## src/rtl/rf_wb_arbiter.sv

```systemverilog
// Two-port register-file writeback arbiter with a 32-entry pending-write scoreboard.
// Define RF_WB_RR_EN for round-robin arbitration; otherwise port 0 has fixed priority.
module rf_wb_arbiter #(
  parameter int unsigned DWIDTH = 32
) (
  input  logic              clk,
  input  logic              rst,
  input  logic              wb0_valid,
  input  logic [4:0]        wb0_id,
  input  logic [DWIDTH-1:0] wb0_data,
  output logic              wb0_ready,
  input  logic              wb1_valid,
  input  logic [4:0]        wb1_id,
  input  logic [DWIDTH-1:0] wb1_data,
  output logic              wb1_ready,
  input  logic              iss_valid,
  input  logic [4:0]        iss_id,
  input  logic [4:0]        q_rs1_id,
  input  logic [4:0]        q_rs2_id,
  output logic              q_rs1_busy,
  output logic              q_rs2_busy,
  output logic              rf_we,
  output logic [4:0]        rf_rdst_id,
  output logic [DWIDTH-1:0] rf_rdst
);

  logic [31:0]       busy_q, busy_d;
  logic              rf_we_q, rf_we_d;
  logic [4:0]        rdst_id_q, rdst_id_d;
  logic [DWIDTH-1:0] rdst_q, rdst_d;
  logic              pick1;
  logic              xfer0, xfer1;

`ifdef RF_WB_RR_EN
  // ptr_q = 1 means port 1 is favoured on contention
  logic ptr_q, ptr_d;

  always_comb begin
    pick1 = wb1_valid && (!wb0_valid || ptr_q);
    ptr_d = ptr_q;
    if (xfer0) begin
      ptr_d = 1'b1;
    end else if (xfer1) begin
      ptr_d = 1'b0;
    end
  end

  always_ff @(posedge clk) begin
    if (rst) begin
      ptr_q <= 1'b0;
    end else begin
      ptr_q <= ptr_d;
    end
  end
`else
  always_comb begin
    pick1 = wb1_valid && !wb0_valid;
  end
`endif

  always_comb begin
    wb0_ready = !rst && wb0_valid && !pick1;
    wb1_ready = !rst && pick1;
    xfer0     = wb0_valid && wb0_ready;
    xfer1     = wb1_valid && wb1_ready;
  end

  always_comb begin
    rf_we_d   = 1'b0;
    rdst_id_d = rdst_id_q;
    rdst_d    = rdst_q;
    busy_d    = busy_q;
    if (xfer0 || xfer1) begin
      rdst_id_d = xfer1 ? wb1_id : wb0_id;
      rdst_d    = xfer1 ? wb1_data : wb0_data;
      rf_we_d   = (rdst_id_d != 5'd0);
    end
    // Clear at the commit edge first so a same-edge issue to that id wins.
    if (rf_we_q) begin
      busy_d[rdst_id_q] = 1'b0;
    end
    if (iss_valid) begin
      busy_d[iss_id] = 1'b1;
    end
    busy_d[0] = 1'b0;
  end

  always_ff @(posedge clk) begin
    if (rst) begin
      rf_we_q   <= 1'b0;
      rdst_id_q <= 5'd0;
      rdst_q    <= '0;
      busy_q    <= '0;
    end else begin
      rf_we_q   <= rf_we_d;
      rdst_id_q <= rdst_id_d;
      rdst_q    <= rdst_d;
      busy_q    <= busy_d;
    end
  end

  always_comb begin
    rf_we      = rf_we_q;
    rf_rdst_id = rdst_id_q;
    rf_rdst    = rdst_q;
    q_rs1_busy = busy_q[q_rs1_id];
    q_rs2_busy = busy_q[q_rs2_id];
  end

endmodule

```

## config.mk

```make
export PLATFORM = sky130hd
export DESIGN_NAME = rf_wb_arbiter
export DESIGN_NICKNAME = d
export VERILOG_FILES = /design/src/rtl/rf_wb_arbiter.sv
export SDC_FILE = /design/constraint.sdc
export NUM_CORES = 1
export LEC_CHECK = 0
export BUFFER_PORTS_ARGS = -buffer_cell sky130_fd_sc_hd__buf_2
export CAP_MARGIN = 10
export CELL_PAD_IN_SITES_DETAIL_PLACEMENT = 1
export CELL_PAD_IN_SITES_GLOBAL_PLACEMENT = 1
export CORE_MARGIN = 1
export CORE_UTILIZATION = 37
export DETAILED_ROUTE_END_ITERATION = 12
export MAX_ROUTING_LAYER = met4
export PLACE_DENSITY_LB_ADDON = 0.25
export SETUP_SLACK_MARGIN = 0.15
export SYNTH_ARGS = -nofsm -noshare
export SYNTH_HDL_FRONTEND = slang
export SYNTH_SLANG_ARGS = --single-unit
```

## constraint.sdc

```tcl
create_clock -name clk -period 2.2 [get_ports clk]
set_input_delay 0.22 -clock clk [delete_from_list [all_inputs] [get_ports clk]]
set_output_delay 0.22 -clock clk [all_outputs]
set_load 0.02 [all_outputs]
```

---- Word-level counts from Yosys, hierarchy flattened ----
Index checks and enable logic that the tools add are counted.
Widths: inputs -> output; s select.
storage, ports and cells
  logic and storage cells ................. 41
  input bits .............................. 94
  output and inout port bits .............. 42
  flip-flop bits (word level) ............. 70
operators by class
  reduce and logical (&&, ||, !) cells .... 14
  bitwise logic cells ..................... 4
  mux-type cells .......................... 12
  $lt $le $gt $ge ......................... 6
operators by type and width
  kind                number
  $mux 32             3
  $and 32x32->32      1
  $not 32->32         1
  $or 32x32->32       1
  $lt 5x6->1 const B  4
  $bmux 1 s5          2
  $demux 1 s5         2
  $ge 5x1->1 const B  2
  $logic_and 1x1->1   8
  $mux 5              1
  $reduce_bool 5->1   1
  $mux 1              4
  $logic_not 1->1     3
  $reduce_or 2->1     1
  $logic_or 1x1->1    1
  $not 1->1           1

---- Depth between registers and ports, before layout ----
  depth after elaboration ................. 9
  gate-level depth with buffers ........... 6
  mapped depth without buffers ............ 4

---- Worst setup path after synthesis ----
OpenSTA, ideal clock, no wires.
  path kind ............................... input to output
  start ................................... input q_rs1_id[0]
  end ..................................... output q_rs1_busy
  stages .................................. 5
  path buffers ............................ 1
  arrival time ............................ 1346 ps
  slack ................................... 634 ps
  path through ............................ buf_2 mux4_2 nand2b_1 o211ai_1 nand4_1
between the ends
  cells in the longest elaborated chain, start to end .. 2
RTL lines
  item                          RTL line  text
  start: declaration            18        input logic [4:0] q_rs1_id,
  $bmux 1 s5                    106       q_rs1_busy = busy_q[q_rs1_id];
  $mux 1 (not written as such)  106
  end: declaration              20        output logic q_rs1_busy,
No other way between the ends. The select of a mux whose other input is x is not followed.

---- Worst setup path in the final report ----
  start ................................... register busy_q[6]
  end ..................................... output q_rs2_busy
between the ends
  cells in the longest elaborated chain, start to end .. 2
RTL lines
  item                          RTL line  text
  start: declaration            27        logic [31:0] busy_q, busy_d;
  start signal: assignment      98        busy_q <= busy_d;
  $bmux 1 s5                    107       q_rs2_busy = busy_q[q_rs2_id];
  $mux 1 (not written as such)  107
  end: declaration              21        output logic q_rs2_busy,
No other way between the ends. The select of a mux whose other input is x is not followed.

==> impl_metrics.json <==
{
  "status": "finished clean",
  "critical_path_class": "reg2out",
  "grt_max_degree": 50,
  "max_slew_margin": 0.516,
  "startpoint_type": "flip-flop",
  "syn_inst": 442,
  "io_pins": 136,
  "drtIter0Drc": 106,
  "die_h_um": 99.9,
  "start_util": 0.382,
  "cts_resized": 0,
  "post-dp-hpwl_um": 8480,
  "final_cell_mix": "buf_2, nor2_1, a21oi_1",
  "dpl.cell_count": 681,
  "max-cap-violations": 0,
  "drtAntennaViolNets": 0,
  "dieArea_sq_um": 9990,
  "hold_class": "in2reg",
  "report.final.setup_viol": 0,
  "synth_xor_area_frac": 0,
  "critical_path.top_delay_family": "multiplexers",
  "cp_max_fo": 3,
  "drive_gt1_frac": 0.284,
  "worstSetupEndpointType": "primary output",
  "avgSynthCellArea_sq_um": 8.03,
  "cts_hold_buf": 0,
  "fp.dieW_um": 99.9,
  "top_layer_used": "met4",
  "grt_antenna_before_repair": 0,
  "dp_slack_ns": 0.509,
  "fin_area_sq_um": 4500,
  "num_rows": 35,
  "power_leakage_nw": 2.04,
  "yosys-mux-area-fraction": 0.193,
  "vias_per_cell": 5.25,
  "worst_pin_slew_ns": 0.723,
  "grt_overflow": 0,
  "grt_pass1_vias": 3771,
  "wl_per_cell_um": 16.1,
  "cpPeakStageDelay_ns": 0.46,
  "hold_ws_ns": 0.105,
  "skew_ns": 0.00785,
  "fin_crit_ns": 1.90,
  "coreArea_sq_um": 9280,
  "fin_util": 0.485,
  "rsz0062_at_grt": "no",
  "clock-sinks": 69,
  "clk_latency_ns": 0.34,
  "diodes": 0,
  "met1Wirelength_um": 5050,
  "setup_ws_ns": 0.304,
  "synth_top_family_by_area": "simple AND/OR/NAND/NOR gates",
  "worstPathCellList": "mux4_2, nand2b_1, o211ai_1, nand4_1, buf_2",
  "vdd_ir_drop_max_v": 0.000287,
  "p_total_mw": 2.83,
  "setup_tns_ns": 0,
  "slowest_stage": "mux4_2",
  "drv_slew": 0,
  "critPathArrivalTime_ns": 1.68,
  "route.met2.wl_um": 5460,
  "place_area_sq_um": 4320,
  "synth_fa_ha_area_frac": 0,
  "cts-htree-levels": 3,
  "final_common_cell": "buf_2",
  "cts-root-buf": "clkbuf_8",
  "rrSetupSlack_ns": 0.74,
  "synth_warnings": 0,
  "wl_met3_um": 581,
  "synthToLayoutAreaGrowth_pct": 26.8,
  "grt_pass1_wl_um": 18300,
  "syn-num-nets": 536,
  "postCtsSetupBuffers": 0,
  "wl_um": 11200,
  "synth_cell_types": 29,
  "clock.fmax_ghz": 0.527,
  "stdcell_count": 696,
  "routabilityCongestion": 0.830,
  "ys_ff_latch": 69,
  "clockBufferDepth": 2,
  "critPathRequiredTime_ns": 1.98,
  "nets": 657,
  "io_buffers": 135,
  "cts_tree": "built",
  "cts_made_buffers": 9,
  "clkTransAtPathRegs_ns": 0.07,
  "syn-cell-area_sq_um": 3550,
  "grt_use_total": 0.241,
  "hold_violations": 0,
  "dr.pass1.iters": 4,
  "powerDensity_nw_per_um2": 628,
  "drcViolationCount": 0,
  "path_buf_inv": 1,
  "final.period_utilization": 0.862,
  "ys_seq_area_frac": 0.389,
  "yosys.area_share.simple": 0.205,
  "synth_compound_area_frac": 0.173,
  "num_vias": 3652
}
## report_power, final
part | switching [mW] | internal, mW | leakage (nW)
registers | 0.0411 | 1.30 | 0.565
clock network | 0.466 | 0.496 | 0.0926
logic | 0.305 | 0.216 | 1.38
## logic make-up after synthesis
family / Yosys count
compound gates: 117
buf+inv: 33
flops: 69
mux: 61
simple gates: 162
## area by class of cell
class	instances	area [sq um]
fillers	1191	4780
clock inverters	1	5.00
repair buffers	141	746
inverters	2	7.51
clock buffers	14	173
flip-flops and latches	69	1380
well taps	129	161
multi-input cells	340	2030
## registers in the layout, indices dropped and copies added, names as in the netlist
name	count
rf_rdst	32
busy_q	31
rf_rdst_id	5
rf_we	1
## metal layers
| metal | up-vias | GRT usage |
|---|---|---|
| met3 | 8 | 0.0474 |
| met4 | 0 | 0.0679 |
| li1 | 1791 | - |
| met5 | - | - |
| met2 | 105 | 0.395 |
| met1 | 1748 | 0.303 |
## cells in the mapped netlist
master,number,area share
a211oi_1,2,0.0042
a21oi_1,74,0.10
a22oi_1,4,0.0085
and3_1,2,0.0035
and3b_1,3,0.0074
buf_1,6,0.0063
buf_2,8,0.011
buf_4,2,0.0042
clkbuf_1,15,0.016
dfxtp_1,69,0.39
inv_1,2,0.0021
mux2i_1,55,0.16
mux4_2,6,0.038
nand2_1,38,0.040
nand2b_1,4,0.0071
nand3_1,10,0.014
nand3b_1,5,0.011
nand4_1,2,0.0035
nor2_1,82,0.087
nor2b_1,5,0.0088
nor3_1,1,0.0014
nor3b_1,5,0.011
o2111ai_1,2,0.0049
o211ai_1,2,0.0042
o21ai_0,33,0.047
or3_1,1,0.0018
or3b_1,1,0.0025
or3b_2,1,0.0025
or4_1,2,0.0042
## tightest hold or removal path, delay by kind of cell
family,cells,cell delay (ns)
simple gates,1,0.07
buf+inv,1,0.07
compound gates,1,0.05
## worst paths after layout
| check | start | end | cells after the start |
|---|---|---|---|
| setup / recovery | busy_q[6] | q_rs2_busy | 5 |
| hold / removal | wb0_data[5] | rf_rdst[5] | 3 |
| setup reg to reg | rf_we | busy_q[16] | 3 |
| hold reg to reg | busy_q[27] | busy_q[27] | 2 |
Power figures use the tool's default switching activity.
